File: config.mk
export PLATFORM = sky130hd
export DESIGN_NAME = mmss_timer
export DESIGN_NICKNAME = d
export VERILOG_FILES = /design/src/rtl/mmss_timer.sv
export SDC_FILE = /design/constraint.sdc
export NUM_CORES = 1
export LEC_CHECK = 0
export BUFFER_PORTS_ARGS = -buffer_cell sky130_fd_sc_hd__buf_4
export CAP_MARGIN = 10
export CELL_PAD_IN_SITES_DETAIL_PLACEMENT = 2
export CELL_PAD_IN_SITES_GLOBAL_PLACEMENT = 2
export CORE_MARGIN = 2
export CORE_UTILIZATION = 35
export CTS_CLUSTER_DIAMETER = 80
export DETAILED_ROUTE_END_ITERATION = 8
export PLACE_DENSITY = 0.9
export SETUP_SLACK_MARGIN = 0.3
export SYNTH_ARGS = -nofsm -noshare
export SYNTH_HDL_FRONTEND = slang
export SYNTH_SLANG_ARGS = --single-unit
export TNS_END_PERCENT = 20
File: constraint.sdc
create_clock -name MCLK -period 5 [get_ports MCLK]
set_input_delay 0.75 -clock MCLK [delete_from_list [all_inputs] [get_ports MCLK]]
set_output_delay 0.75 -clock MCLK [all_outputs]
set_load 0.02 [all_outputs]
File: src/rtl/mmss_timer.sv
// mmss_timer: MM:SS countdown timer core with BCD digit outputs.
// Single-clock FSM (STOP / RUN / EXPIRED) with an internal 1 Hz prescaler.
// Optional feature: define MMSS_TIMER_BLINK_EN to blink BLANK at 2 Hz in EXPIRED.
module mmss_timer #(
    parameter int unsigned CLK_HZ = 25175000
) (
    input  logic       MCLK,
    input  logic       RST,
    input  logic       START_STOP_P,
    input  logic       CLEAR_P,
    input  logic       ADD_SEC_P,
    input  logic       ADD_MIN_P,
    output logic [2:0] MIN_1,
    output logic [3:0] MIN_0,
    output logic [2:0] SEC_1,
    output logic [3:0] SEC_0,
    output logic       RUNNING,
    output logic       ALARM,
    output logic       BLANK
);

    localparam int unsigned PrescW = (CLK_HZ > 1) ? $clog2(CLK_HZ) : 1;
    localparam logic [PrescW-1:0] PrescMax = PrescW'(CLK_HZ - 1);

    typedef enum logic [1:0] {
        StStop    = 2'b00,
        StRun     = 2'b01,
        StExpired = 2'b10
    } state_e;

    state_e            r_state, w_state_next;
    logic [PrescW-1:0] r_presc, w_presc_next;
    logic [2:0]        r_min1, w_min1_next;
    logic [3:0]        r_min0, w_min0_next;
    logic [2:0]        r_sec1, w_sec1_next;
    logic [3:0]        r_sec0, w_sec0_next;

    logic w_tick;
    logic w_time_zero;
    logic w_time_one;
    logic w_any_pulse;

    assign w_tick      = (r_presc == PrescMax);
    assign w_time_zero = (r_min1 == 3'd0) && (r_min0 == 4'd0) &&
                         (r_sec1 == 3'd0) && (r_sec0 == 4'd0);
    assign w_time_one  = (r_min1 == 3'd0) && (r_min0 == 4'd0) &&
                         (r_sec1 == 3'd0) && (r_sec0 == 4'd1);
    assign w_any_pulse = START_STOP_P | CLEAR_P | ADD_SEC_P | ADD_MIN_P;

    // State register, prescaler and time digits
    always_ff @(posedge MCLK) begin
        if (RST) begin
            r_state <= StStop;
            r_presc <= '0;
            r_min1  <= 3'd0;
            r_min0  <= 4'd0;
            r_sec1  <= 3'd0;
            r_sec0  <= 4'd0;
        end else begin
            r_state <= w_state_next;
            r_presc <= w_presc_next;
            r_min1  <= w_min1_next;
            r_min0  <= w_min0_next;
            r_sec1  <= w_sec1_next;
            r_sec0  <= w_sec0_next;
        end
    end

    // Next-state decode
    always_comb begin
        w_state_next = r_state;
        unique case (r_state)
            StStop: begin
                if (START_STOP_P && !w_time_zero) w_state_next = StRun;
            end
            StRun: begin
                // A stop pulse on the terminal-count cycle wins over the tick
                if (START_STOP_P)            w_state_next = StStop;
                else if (w_tick && w_time_one) w_state_next = StExpired;
            end
            StExpired: begin
                if (w_any_pulse) w_state_next = StStop;
            end
            default: w_state_next = StStop;
        endcase
    end

    // Datapath next values: prescaler and BCD time digits
    always_comb begin
        w_presc_next = r_presc;
        w_min1_next  = r_min1;
        w_min0_next  = r_min0;
        w_sec1_next  = r_sec1;
        w_sec0_next  = r_sec0;
        unique case (r_state)
            StStop: begin
                if (START_STOP_P) begin
                    if (!w_time_zero) w_presc_next = '0;
                end else if (CLEAR_P) begin
                    w_min1_next = 3'd0;
                    w_min0_next = 4'd0;
                    w_sec1_next = 3'd0;
                    w_sec0_next = 4'd0;
                end else begin
                    if (ADD_SEC_P) begin
                        if (r_sec0 == 4'd9) begin
                            w_sec0_next = 4'd0;
                            w_sec1_next = (r_sec1 == 3'd5) ? 3'd0 : r_sec1 + 3'd1;
                        end else begin
                            w_sec0_next = r_sec0 + 4'd1;
                        end
                    end
                    if (ADD_MIN_P) begin
                        if (r_min0 == 4'd9) begin
                            w_min0_next = 4'd0;
                            w_min1_next = (r_min1 == 3'd5) ? 3'd0 : r_min1 + 3'd1;
                        end else begin
                            w_min0_next = r_min0 + 4'd1;
                        end
                    end
                end
            end
            StRun: begin
                if (!START_STOP_P) begin
                    if (w_tick) begin
                        w_presc_next = '0;
                        // Borrow chain; time is never 00:00 while running
                        if (r_sec0 != 4'd0) begin
                            w_sec0_next = r_sec0 - 4'd1;
                        end else begin
                            w_sec0_next = 4'd9;
                            if (r_sec1 != 3'd0) begin
                                w_sec1_next = r_sec1 - 3'd1;
                            end else begin
                                w_sec1_next = 3'd5;
                                if (r_min0 != 4'd0) begin
                                    w_min0_next = r_min0 - 4'd1;
                                end else begin
                                    w_min0_next = 4'd9;
                                    w_min1_next = r_min1 - 3'd1;
                                end
                            end
                        end
                    end else begin
                        w_presc_next = r_presc + PrescW'(1);
                    end
                end
            end
            default: ;
        endcase
    end

`ifdef MMSS_TIMER_BLINK_EN
    localparam int unsigned BlinkDiv = (CLK_HZ / 4 > 0) ? CLK_HZ / 4 : 1;
    localparam int unsigned BlinkW   = (BlinkDiv > 1) ? $clog2(BlinkDiv) : 1;
    localparam logic [BlinkW-1:0] BlinkMax = BlinkW'(BlinkDiv - 1);

    logic [BlinkW-1:0] r_blink_cnt;
    logic              r_blank;

    // Blink counter: runs only while staying in EXPIRED, otherwise parked at 0
    always_ff @(posedge MCLK) begin
        if (RST) begin
            r_blink_cnt <= '0;
            r_blank     <= 1'b0;
        end else if ((r_state == StExpired) && (w_state_next == StExpired)) begin
            if (r_blink_cnt == BlinkMax) begin
                r_blink_cnt <= '0;
                r_blank     <= ~r_blank;
            end else begin
                r_blink_cnt <= r_blink_cnt + BlinkW'(1);
            end
        end else begin
            r_blink_cnt <= '0;
            r_blank     <= 1'b0;
        end
    end
`endif

    // Outputs come straight from registers
    always_comb begin
        MIN_1   = r_min1;
        MIN_0   = r_min0;
        SEC_1   = r_sec1;
        SEC_0   = r_sec0;
        RUNNING = (r_state == StRun);
        ALARM   = (r_state == StExpired);
`ifdef MMSS_TIMER_BLINK_EN
        BLANK   = r_blank;
`else
        BLANK   = 1'b0;
`endif
    end

endmodule
==> run summary, run 1 <==
In this run the tightest slew margin relative to its limit is 32.6%. The maximum fanout encountered on the critical timing path came out at 23. The final critical path takes up 67.0% of the cycle. The endpoint type of the worst setup path was a primary output. The number of max-slew violations in the final report is 0. The compound-cell area share of the yosys netlist is 27.8%. Across the VDD grid, the largest voltage drop is 90.4 uV. The largest single stage delay on the critical path is 0.75 ns. Wires add up to 10200 um.

Once detail routing completed, the nets flagged for antenna violations numbered 0. The peak clock frequency supported by timing was 298 MHz. Traced cell by cell, the critical path runs through nand2b_1 > inv_1 > buf_4.

Of the total synthesized cell area, the portion taken by full adders, half adders and majority gates is 5.26%. The transition time at the pin with the least slew margin works out to 1.00 ns. The mapped netlist covers 2860 sq um.

STA puts the critical path data required time at 4.25 ns. The dominant delay contributor by cell family on the critical path was buffers and inverters. From bottom edge to top edge, the die measures 94.3 um. Of the total synthesized cell area, the portion taken by XOR and XNOR cells is 0.920%. The number of nets in the layout came out at 379. Synthesis instantiated 71 different standard cells from the library. In the final timing run, aggregate negative setup slack is 0 ns. The first detailed-routing pass ran for 5 iterations.

The count of cells resized by post-cts repair is 0, and the worst endpoint data arrival time is 2.60 ns. The synthesized netlist devotes 29.8% of its cell area to simple gates. The global route total overflow came out at 0. The largest individual stage delay along the critical path comes from the cell sky130_fd_sc_hd__inv_1. The routed length per placed instance works out to 22.0 um.

The leading cell type in the layout, fill and taps excluded is sky130_fd_sc_hd__dfxtp_1. The worst clock skew on the final layout is 0.00732 ns. During I/O placement, the number of pins put on the boundary was 23. The share of layout cells above drive strength 1 was 12.7%. The die is 94.3 um wide. The die covers 8900 sq um. The DRC violations left is 0. Sequential cells were found to cover 28.7% of the synthesized design area. A synthesized cell averages 8.05 sq um. The run finished with clean final reports. The areal power density over the cells is 296 nW/um^2. The library cells used most frequently in the layout, excluding fill and tap cells, are 41 x sky130_fd_sc_hd__dfxtp_1, 22 x sky130_fd_sc_hd__buf_4, 20 x sky130_fd_sc_hd__a21oi_1. The initial utilization of the core area, before any placement, comes to 36.6%.

Counting every net in the synthesized netlist gives 373. The signed area change from the synthesized netlist to the final layout works out to 10.2%. The setup path with the least slack is of type reg -> out. The clock-pin slew on the worst setup and hold paths came out at 0.09 ns. Timing analysis after detailed placement gives a worst setup slack of 1.71 ns. The number of endpoints with negative hold slack in the final report is 0, and the post-synthesis sequential element count is 41.

Setup repair after global routing left no endpoint under its margin. In this run the worst hold path is classified as reg -> reg. The final route contains 2930 vias. The share of flip-flops with an asynchronous set or reset after synthesis is 0%.

CTS placed an instance of sky130_fd_sc_hd__clkbuf_8 at the clock tree root. The instance count of the mapped netlist came out at 355. The number of warning messages in the yosys log was 0. In the routed layout, each cell is associated on average with a via count of 6.31. The tool flagged a number of max-cap violations equal to 0.

The dominant combinational cell family by area after synthesis is simple AND/OR/NAND/NOR gates. The number of antenna violations at the first check in global routing was 0; the buffering stage count on the worst path with inverters included was 2. The logs give 170 for the number of DRC markers after the initial detailed-route iteration and 32 for the number of placement rows. STA classifies the critical path startpoint as a flop. TritonCTS built the clock tree. The static leakage power is 1.12 nW, and the maximum clock insertion buffer count is 2. The portion of synthesized area spent on multiplexers is 1.10%. The overall track demand over capacity in global routing came out at 24.2%.

The number of antenna diodes in the final layout is 0. The tools report the maximum number of pins on one net before global-route repair as 25. The number of hold-repair buffers added at the cts stage is 0. The worst path needs 3.35 ns of the cycle, external delays included. Detailed placement finished with a half-perimeter wire length of 6900 um.

The tools report the setup slack after layout as 1.65 ns. The via count of the first global-routing pass was 3163. Yosys mapped a number of flops with a built-in enable equal to 0. Global-route wire length before repair: 16900 um. Buffers inserted during clock tree synthesis total 5. Port buffering added 21 buffers. The final estimated routing congestion in global placement was 0.856. In this run the post-CTS setup repair buffer count came out at 0. The floorplan step defined a core boundary enclosing 7810 sq um. For this run, the leading register cell type out of synthesis is sky130_fd_sc_hd__dfxtp_1. The run gives 0 as the count of endpoints failing setup in the final report. Counting every sink on the clock net gives 41. In this run the number of H-tree levels came out at 2. The clock reaches the later pin of the worst-skew pair after 0.31 ns.
## cell usage after synthesis (6+ instances only)
cell                       count  area (sq um)
sky130_fd_sc_hd__dfxtp_1      41           821
sky130_fd_sc_hd__a21oi_1      20           100
sky130_fd_sc_hd__nand2_1      19          71.3
sky130_fd_sc_hd__nor3_1       19          95.1
sky130_fd_sc_hd__nand3_1      18          90.1
sky130_fd_sc_hd__o21ai_0      18          90.1
sky130_fd_sc_hd__inv_1        16          60.1
sky130_fd_sc_hd__nor2_1       15          56.3
sky130_fd_sc_hd__a31oi_1      14          87.6
sky130_fd_sc_hd__clkbuf_1     14          52.6
sky130_fd_sc_hd__ha_1         12           150
sky130_fd_sc_hd__or3_1        10          62.6
sky130_fd_sc_hd__or4_1         8          60.1
sky130_fd_sc_hd__and3_1        7          43.8
sky130_fd_sc_hd__a22oi_1       6          45.0
sky130_fd_sc_hd__nand4_1       6          37.5
## worst paths after layout
path / from / endpoint / slack [ns] / depth (start not counted)
worst max-delay path: r_state[0]$_SDFFE_PP0P_ / RUNNING / 1.65 / 3
worst min-delay path: r_presc[23]$_SDFFE_PP0P_ / r_presc[23]$_SDFFE_PP0P_ / 0.50 / 1
worst max register to register: r_state[0]$_SDFFE_PP0P_ / r_presc[21]$_SDFFE_PP0P_ / 1.79 / 5
worst min register to register: r_presc[23]$_SDFFE_PP0P_ / r_presc[23]$_SDFFE_PP0P_ / 0.50 / 1
## kinds of logic after synthesis
family	after synthesis
AO/OA/AOI/OAI	113
multiplexers	3
adder cells (fa/ha/maj)	12
other	1
XOR/XNOR	3
buffers and inverters	39
flip-flops	41
AND/OR/NAND/NOR	143
## per-layer routing
layer / vias to the layer above / track usage [%] / wire [um]
met3: 10 / 2.95 / 298
met1: 1488 / 30.2 / 4620
met4: 0 / 6.76 / 118
met2: 43 / 43.8 / 5200
li1: 1389 / - / -
met5: - / 0 / 0
## where the power goes
group | internal, mW | leakage, nW | switching, mW
registers | 0.340 | 0.332 | 0.0313
clock network | 0.163 | 0.0585 | 0.134
logic | 0.0969 | 0.734 | 0.167
## area by class of cell
| class | count | area, sq um |
|---|---|---|
| Sequential cell | 41 | 821 |
| Clock inverter | 1 | 30.0 |
| Tap cell | 102 | 128 |
| Inverter | 16 | 60.1 |
| Fill cell | 898 | 4660 |
| Timing Repair Buffer | 22 | 165 |
| Clock buffer | 7 | 86.3 |
| Multi-Input combinational cell | 275 | 1860 |
## registers in the layout, summed over array words and instances (netlist names)
signal / cells
r_presc: 25
SEC_0: 4
MIN_0: 4
MIN_1: 3
r_state: 2
SEC_1: 3
## through the flow
stage          util (%)  cells  power, mW  hold WS [ns]  cell area (sq um)
2_1_floorplan         -    355      0.558         0.427               2860
3_3_place_gp       38.8    456      0.620         0.470               3030
3_5_place_dp       38.8    456      0.637         0.487               3030
4_1_cts            40.3    464      0.941         0.507               3150
5_1_grt            40.3    464      0.981         0.554               3150
6_report           40.3    464      0.933         0.503               3150
## worst register-to-register path, cell delays in order, from the launching register on
cell,delay [ns]
sky130_fd_sc_hd__dfxtp_1,0.67
sky130_fd_sc_hd__nand2b_1,0.59
sky130_fd_sc_hd__nor3_1,0.55
sky130_fd_sc_hd__a21boi_1,0.84
sky130_fd_sc_hd__o21ai_0,0.25
sky130_fd_sc_hd__a31oi_1,0.23
Note: power is estimated with default switching activity, not from simulation.
==> run 2: changes to the inputs <==
==> constraint.sdc (replaced) <==
create_clock -name MCLK -period 3.1 [get_ports MCLK]
set_input_delay 0.465 -clock MCLK [delete_from_list [all_inputs] [get_ports MCLK]]
set_output_delay 0.465 -clock MCLK [all_outputs]
set_load 0.02 [all_outputs]
==> run 2 against run 1 <==
Compared with the run above: design area increased by 0.72%; non-clock buffer count is 6 higher; critical path depth rose by 4; clock skew is essentially flat; flip-flop and latch count unchanged; first-iteration DRC count down 28%; routed wire length down 0.75%; global-route usage decreased by 0.25 points.
==> run summary, run 2 (synthesis results as in run 1) <==
The run gives 0 as the number of antenna violations at the first check in global routing. The dominant delay contributor by cell family on the critical path was simple AND/OR/NAND/NOR gates. The total number of H-tree levels is 2, and the HPWL after detailed placement is 7060 um.

For this configuration, the core starts out at a cell density of 36.6%. The number of flip-flops under the largest register name is 25. In this run the horizontal extent of the chip is 94.3 um. In this run the core area contains 32 standard-cell rows. At the end of the flow, the number of nets in the layout was 385. For the final routed database, the setup TNS stands at 0 ns. The worst endpoint data arrival time came out at 2.96 ns.

For the worst-skew pair, the clock arrives at the later sink with an insertion delay of 0.30 ns. Buffers added to address setup during post-CTS repair amount to 0. The largest register by flop count was r_presc.

Global-route wire length before repair: 16900 um. The max-capacitance violation count is 0. The signed area change from the synthesized netlist to the final layout was 11.0%; the total number of vias was 2965. The delay contributed by the slowest stage of the critical path is 0.53 ns, and the number of endpoints with negative hold slack in the final report is 0.

After layout, the worst path uses 87.9% of the clock period. Clock-pin slew was measured on the worst setup and hold paths at 0.09 ns. In this run the worst hold path is classified as in -> reg.

The worst hold path passes through 2 cells. Setup violations remaining at the end of the flow were counted as 0. The count of antenna diodes in the layout came out at 0. The endpoint type of the worst setup path is a flop. At the pin with the least slew margin, the transition time is 0.853 ns.

The areal power density over the cells was 445 nW/um^2; the post-route total power was 1.41 mW. The tools report the maximum number of pins on one net before global-route repair as 25. The worst setup path is launched from a flop. Counting cells, the worst reg-to-reg path comes to 7.

The via count of the first global-routing pass came out at 3226. The number of buffers created by CTS was 5; the number of ports placed on the die boundary was 23. For the worst setup path, the data required time is 3.34 ns. DRC violations left: 0. In this run the clock root is driven by a sky130_fd_sc_hd__clkbuf_8.

Walking the worst path, the cells encountered are nand2b_1 > clkinvlp_4 > buf_4 > or4_1 > o21ai_0 > o31ai_1 > a21oi_1. In the layout the commonest cells are 41 x sky130_fd_sc_hd__dfxtp_1, 28 x sky130_fd_sc_hd__buf_4, 20 x sky130_fd_sc_hd__a21oi_1. In this run the worst path has a maximum fanout of 15.

For the antenna violation net count after detailed routing, the log shows 0. In the final layout, the share of cells above drive strength 1 is 14.7%. Time the worst path needs with I/O delays and setup: 2.73 ns.

After detailed routing, the average wire length per cell comes to 21.6 um. For the total of fill cells in the finished design, the log shows 901. The leading cell type in the layout, fill and taps excluded was sky130_fd_sc_hd__dfxtp_1.

Routability-driven placement finished with a final weighted congestion of 0.884. The buffering stage count on the worst path with inverters included works out to 2. The number of max-slew violations in the final report was 0; the total of buffers placed on input and output ports was 21. The total overflow left after global routing is 0. Counting buffers and inverters, the worst setup path is 7 cells deep. In this run the static leakage power is 1.14 nW. The worst-case IR drop observed on VDD is 162 uV. For this design, the sink count on the clock tree is 41.

The critical path in this run is classified as reg -> reg. The number of DRC markers after the initial detailed-route iteration is 122. Setup repair after global routing could not meet its margin everywhere. TritonCTS built the clock tree. The clock arrives with 0.00731 ns of skew.

The vertical extent of the die came out at 94.3 um. After detailed routing, the number of vias per cell comes to 6.31. The total wirelength of the detailed-routed design came out at 10200 um. The clock passes through at most 2 buffers. The tools report the standard cell core area as 7810 sq um. On the critical path, the stage with the largest delay is an instance of sky130_fd_sc_hd__nand2b_1. The worst pin sits at a relative slew slack of 42.5%. Static timing analysis puts the maximum clock frequency at 367 MHz.

The run gives 24.0% as the overall track demand over capacity in global routing. The die covers 8900 sq um. For this run, the detailed router's first-pass iteration total came to 4. The flow ran to the end, and the final reports show no timing, DRC or antenna violations. The number of hold buffers added after CTS was 0.
[run 2: cell count changes in the layout (fill, tap and decap cells not counted), sizes merged]
cell and delta:
inv -1, clkinvlp +1, buf +6, clkbuf -1
bufinv -1, clkinv +2
[run 2: layer usage]
layer / part of all wire, % / wire length [um] / global-route usage [%]
met4: 2.0 / 199 / 7.97
met2: 49 / 5010 / 40.7
met5: 0 / 0 / 0
met3: 3.5 / 358 / 3.19
met1: 45 / 4590 / 31.4
[run 2: layout make-up]
| cell class | count | area [sq um] | area share (%) |
|---|---|---|---|
| clock inverters | 2 | 10.0 | 0.316 |
| flip-flops and latches | 41 | 821 | 25.9 |
| clock buffers | 6 | 72.6 | 2.29 |
| well taps | 102 | 128 | 4.03 |
| multi-input cells | 275 | 1870 | 58.8 |
| repair buffers | 28 | 210 | 6.63 |
| inverters | 16 | 63.8 | 2.01 |
[run 2: path summary, 6_finish.rpt]
| check | startpoint | end | slack [ns] |
|---|---|---|---|
| worst max-delay path | r_state[0]$_SDFFE_PP0P_ | MIN_0[2]$_SDFFE_PP0P_ | 0.37 |
| worst min-delay path | START_STOP_P | r_state[1]$_SDFFE_PP0P_ | 0.41 |
| worst max register to register | r_state[0]$_SDFFE_PP0P_ | MIN_0[2]$_SDFFE_PP0P_ | 0.37 |
| worst min register to register | r_presc[24]$_SDFFE_PP0P_ | r_presc[24]$_SDFFE_PP0P_ | 0.51 |
[run 2: stage by stage]
step	utilization, %	hold WS (ns)	worst slack [ns]	instances	area, sq um
detailed placement	39.4	0.490	0.471	462	3080
floorplan	-	0.427	0.818	355	2860
global placement	39.4	0.478	0.652	462	3080
CTS	40.5	0.406	0.303	470	3160
global route	40.6	0.393	0.213	470	3170
finish	40.6	0.410	0.374	470	3170
[run 2: what timing repair did]
| item | 4_1_cts | 5_1_grt |
|---|---|---|
| hold endpoints to repair | 0 | 0 |
| resized for setup | 0 | 2 |
| setup endpoints to repair | 0 | 17 |
[run 2: power by group]
group / internal (mW) / total (mW) / leakage [nW] / switching (mW)
combinational: 0.172 / 0.450 / 0.759 / 0.278
clock: 0.157 / 0.363 / 0.0450 / 0.206
sequential: 0.549 / 0.597 / 0.332 / 0.0488
[run 2: worst register-to-register path: stages (launching register included)]
cell and delay (ns):
sky130_fd_sc_hd__dfxtp_1 0.49, sky130_fd_sc_hd__nand2b_1 0.53, sky130_fd_sc_hd__clkinvlp_4 0.46, sky130_fd_sc_hd__buf_4 0.30, sky130_fd_sc_hd__or4_1 0.49, sky130_fd_sc_hd__o21ai_0 0.15, sky130_fd_sc_hd__o31ai_1 0.12, sky130_fd_sc_hd__a21oi_1 0.13
